**src/rtl/reg_file_if.sv**
```systemverilog
// Register-file access bundle: two read addresses, one write port and the
// two combinational read results. The datapath side is the master and
// drives addresses/write controls; the register file is the slave.
interface reg_file_if #(
  parameter int DATA_WIDTH = 32,
  parameter int ADDR_WIDTH = 5
);

  logic [ADDR_WIDTH-1:0] reg1;
  logic [ADDR_WIDTH-1:0] reg2;
  logic                  reg_write;
  logic                  reg_dest;
  logic [DATA_WIDTH-1:0] write_data;
  logic [DATA_WIDTH-1:0] read1;
  logic [DATA_WIDTH-1:0] read2;

  modport master (
    output reg1,
    output reg2,
    output reg_write,
    output reg_dest,
    output write_data,
    input  read1,
    input  read2
  );

  modport slave (
    input  reg1,
    input  reg2,
    input  reg_write,
    input  reg_dest,
    input  write_data,
    output read1,
    output read2
  );

endinterface

```
**src/rtl/reg_file.sv**
```systemverilog
// KGPRISC general-purpose register file: 2**ADDR_WIDTH entries of
// DATA_WIDTH bits, two combinational read ports and one synchronous write
// port whose destination is either register[reg1] or the link register.
// Register 0 is an ordinary storage location (no hardwired zero), and reads
// never bypass an in-flight write: new data is visible only after the edge.
module reg_file #(
  parameter int DATA_WIDTH = 32,
  parameter int ADDR_WIDTH = 5,
  parameter int LINK_REG   = 31
) (
  input  logic         clock,
  input  logic         reset,
  reg_file_if.slave    bus
);

  localparam int DEPTH = 2 ** ADDR_WIDTH;
  localparam logic [ADDR_WIDTH-1:0] LINK_ADDR = ADDR_WIDTH'(LINK_REG);

  // Storage keeps the plain name "register" so benches and debug scripts
  // can reach it hierarchically.
  logic [DATA_WIDTH-1:0] register [0:DEPTH-1];

  logic [ADDR_WIDTH-1:0] wr_addr;
  logic [DEPTH-1:0]      wr_en;

  // Destination select: link register for calls, otherwise the reg1 field.
  always_comb begin
    wr_addr = bus.reg1;
    if (bus.reg_dest) begin
      wr_addr = LINK_ADDR;
    end
  end

  // One-hot write-enable decode; all zero when the write port is idle.
  always_comb begin
    wr_en = '0;
    if (bus.reg_write) begin
      wr_en[wr_addr] = 1'b1;
    end
  end

  // Register array update: reset clears every entry and wins over a write.
  always_ff @(posedge clock) begin
    for (int i = 0; i < DEPTH; i++) begin
      if (reset) begin
        register[i] <= '0;
      end else if (wr_en[i]) begin
        register[i] <= bus.write_data;
      end
    end
  end

  // Read muxes are purely combinational, so they follow the address with
  // zero latency and keep working while reset is held.
  always_comb begin
    bus.read1 = register[bus.reg1];
    bus.read2 = register[bus.reg2];
  end

endmodule

```
**src/flat_wrapper.sv**
```systemverilog
// flat-port wrapper written by rule: the top's interface ports become plain ports
module reg_file_flat 
#(
  parameter int DATA_WIDTH = 32,
  parameter int ADDR_WIDTH = 5,
  parameter int LINK_REG   = 31
)
  (clock, reset, bus_reg1, bus_reg2, bus_reg_write, bus_reg_dest, bus_write_data, bus_read1, bus_read2);
  reg_file_if #(.DATA_WIDTH(DATA_WIDTH), .ADDR_WIDTH(ADDR_WIDTH)) bus_i ();
  input  logic clock;
  input  logic reset;
  input wire logic [$bits(bus_i.reg1)-1:0] bus_reg1;
  input wire logic [$bits(bus_i.reg2)-1:0] bus_reg2;
  input wire logic [$bits(bus_i.reg_write)-1:0] bus_reg_write;
  input wire logic [$bits(bus_i.reg_dest)-1:0] bus_reg_dest;
  input wire logic [$bits(bus_i.write_data)-1:0] bus_write_data;
  output wire logic [$bits(bus_i.read1)-1:0] bus_read1;
  output wire logic [$bits(bus_i.read2)-1:0] bus_read2;
  assign bus_i.reg1 = bus_reg1;
  assign bus_i.reg2 = bus_reg2;
  assign bus_i.reg_write = bus_reg_write;
  assign bus_i.reg_dest = bus_reg_dest;
  assign bus_i.write_data = bus_write_data;
  assign bus_read1 = bus_i.read1;
  assign bus_read2 = bus_i.read2;
  reg_file #(.DATA_WIDTH(DATA_WIDTH), .ADDR_WIDTH(ADDR_WIDTH), .LINK_REG(LINK_REG)) u_core (.clock(clock), .reset(reset), .bus(bus_i));
endmodule
```
**config.mk**
```make
export PLATFORM = sky130hd
export DESIGN_NAME = reg_file_flat
export DESIGN_NICKNAME = d
export VERILOG_FILES = /design/src/rtl/reg_file_if.sv /design/src/rtl/reg_file.sv /design/src/flat_wrapper.sv
export SDC_FILE = /design/constraint.sdc
export NUM_CORES = 2
export LEC_CHECK = 0
export ABC_AREA = 1
export CAP_MARGIN = 20
export CORE_MARGIN = 1
export CORE_UTILIZATION = 25
export DETAILED_ROUTE_END_ITERATION = 10
export PLACE_DENSITY = 0.49
export SLEW_MARGIN = 20
export SYNTH_ARGS = -nofsm -noshare
export SYNTH_HDL_FRONTEND = slang
export SYNTH_SLANG_ARGS = --single-unit
```
**constraint.sdc**
```tcl
create_clock -name clock -period 12.3 [get_ports clock]
set_input_delay 1.845 -clock clock [delete_from_list [all_inputs] [get_ports clock]]
set_output_delay 1.845 -clock clock [all_outputs]
set_load 0.01 [all_outputs]
```
==> flow_metrics.tcl <==
set metrics [dict create \
    ios 110 \
    arrival_ns 5.79 \
    cap_violations 0 \
    track_usage 0.207 \
    hp-class "primary input to flip-flop" \
    antenna_found_initial 4 \
    reg_top3 "u_core.register x1024" \
    peakVddDrop_mv 0.105 \
    synthCells 7250 \
    drc 0 \
    worstSetupEndpoint "bus_read2[0]" \
    fillers 23700 \
    port_buffers 109 \
    initial_utilization 0.252 \
    hpwl_mm 127 \
    syn_avg_cell_area_um2 7.77 \
    hold_viol 0 \
    cts-resized-gates 0 \
    first_iter_violations 7168 \
    multiInputGateArea_um2 23300 \
    htreeDepth 3 \
    cp-start-kind "primary input" \
    period_needed_ns 7.63 \
    area.growth.synth_to_final_pct 13.4 \
    dpl_cell_area_um2 60200 \
    ys_seq_area_frac 0.546 \
    gp_congestion 0.843 \
    internal_power_mw 6.31 \
    final_area_um2 63900 \
    pwr_density_cell_nw_per_um2 139 \
    regArea_um2 30700 \
    cts_sinks 1024 \
    ant_nets 0 \
    top_register "u_core.register" \
    cts_tree "done" \
    fin_tns_setup_ns 0 \
    slew_viol_final 0 \
    status "finished, final reports clean" \
    end_kind "output port" \
    p_clk_frac 0.391 \
    routed_wl_mm 244 \
    core_area_um2 223000 \
    comb_power_share 0.142 \
    slew_headroom 0.172 \
    clk_pin_slew_ns 0.06 \
    die_x_um 477 \
    first_pass_iters 6 \
    wl_per_cell_um 24.3 \
    synth_seq_cells 1024 \
    cts_post_setup_buffers_inserted 0 \
    post-route-period-util 0.621 \
    synth-warning-count 0 \
    die_area_um2 227000 \
    cts_buffer_depth 3 \
    power_frac_seq 0.467 \
    cp-startpoint "bus_reg2[0]" \
    leakagePower_nw 25.8 \
    worstPathRequired_ns 10.45 \
    yosysUniqueCellTypes 14 \
    path_class "primary input to output port" \
    cts-root-buf "clkbuf_16" \
    grt_setup_unrepaired "false" \
    postCtsHoldBufs 0 \
    grt_overflow_total 0 \
    synth_fp_nets 7296 \
    largest_reg_flops 1024 \
    vias 52700 \
    switching_share 0.287 \
    switchingPower_mw 2.55 \
    fmax_mhz 131 \
    core.rowCount 173 \
    vias_per_cell 5.25 \
    grt_max_degree 185 \
    fin_nets 7016 \
    grt_pass1_vias 49400 \
    synth_area_um2 56300 \
    grt_first_pass_wirelength_mm 348 \
    worst_pin_slew_ns 1.24 \
    setup_viol 0 \
    path_max_fanout 73 \
    die_h_um 477 \
    layout-drive-gt1-share 0.0529 \
    cts_buffers 116 \
]
-- area by class of cell --
cell class              count  area share
clock buffers             138      0.0474
flip-flops and latches   1024       0.481
diodes                      3    0.000118
multi-input cells        5533       0.365
inverters                  57     0.00405
clock inverters            74     0.00985
well taps                2975      0.0583
repair buffers            238      0.0338
-- routing by layer --
metal,share of wire,global-route usage,vias to the layer above
li1,-,-,23300
met1,0.41,0.279,25700
met2,0.45,0.326,3208
met3,0.098,0.0320,533
met4,0.040,0.0874,2
met5,0.000045,0,-
-- Yosys cell counts --
| cell type | instances | share of area |
|---|---|---|
| nand2_1 | 2901 | 0.19 |
| buf_2 | 162 | 0.014 |
| edfxtp_1 | 1024 | 0.55 |
| inv_2 | 5 | 0.00033 |
| nor2_1 | 1035 | 0.069 |
| nand3_2 | 2 | 0.00036 |
| buf_4 | 2 | 0.00027 |
| inv_1 | 52 | 0.0035 |
| buf_1 | 84 | 0.0056 |
| nor2_2 | 1 | 0.00011 |
| clkbuf_1 | 388 | 0.026 |
| nor3b_2 | 1 | 0.00022 |
| o21ai_0 | 24 | 0.0021 |
| nand3_1 | 1569 | 0.14 |
-- kinds of logic (layout without fill, tap and decap cells) --
| group | Yosys count | after routing | synth area share |
|---|---|---|---|
| DFF | 1024 | 1024 | 0.546 |
| and+or+nand+nor | 5509 | 5509 | 0.402 |
| AOI/OAI and AO/OA | 24 | 24 | 0.00213 |
| buffers and inverters | 693 | 507 | 0.0499 |
| other | 0 | 3 | 0 |
-- critical path: stages --
cell and delay [ns]:
buf_8 0.36, buf_4 0.84, buf_4 0.84, nand2_1 0.11, nand3_1 0.12, nand3_1 0.10, nand2_1 0.11, nand2_1 0.12
nand2_1 0.18, nand2_1 0.10, nand2_1 0.30, clkdlybuf4s50_1 0.60
-- through the flow --
step / std cells / hold WS (ns) / worst slack [ns] / util / power, mW
floorplan: 7250 / 2.10 / 6.99 / - / 4.90
global placement: 9825 / 2.84 / 4.70 / 0.270 / 5.42
detailed placement: 9827 / 2.82 / 4.71 / 0.270 / 5.44
CTS: 10000 / 2.01 / 4.71 / 0.286 / 8.86
global route: 10000 / 2.06 / 4.53 / 0.286 / 9.13
finish: 10000 / 2.05 / 4.67 / 0.286 / 8.86
-- cells in the final DEF (no fill, tap or decap), types with 5 or more instances in the layout --
cell type,count
nand2_1,2893
nand3_1,1539
nor2_1,1035
edfxtp_1,1024
buf_4,123
clkbuf_16,118
clkdlybuf4s50_1,99
inv_1,43
clkinv_1,37
o21ai_4,24
clkinv_2,21
nand3_2,21
clkbuf_1,20
nand3_4,11
bufinv_16,10
nand2_2,6
buf_8,6
buf_12,6
inv_6,5
clkinvlp_4,5
-- worst min-delay path by stage --
stage,startpoint,endpoint,depth (start not counted)
after floorplan,bus_write_data[31],u_core.register[0][31],2
after global placement,bus_write_data[13],u_core.register[4][13],4
after detailed placement,bus_write_data[14],u_core.register[6][14],3
after CTS,bus_write_data[14],u_core.register[8][14],3
after global routing,bus_write_data[14],u_core.register[9][14],3
final,bus_write_data[14],u_core.register[4][14],3
-- power groups by stage --
stage                     Clock [mW]  Sequential, mW  Combinational [mW]
after detailed placement           0            4.20                1.23
final                           3.46            4.13                1.26
after CTS                       3.50            4.13                1.24
after global placement             0            4.20                1.23
after floorplan                    0            4.18               0.715
after global routing            3.63            4.15                1.34
Note: power is estimated with default switching activity, not from simulation.
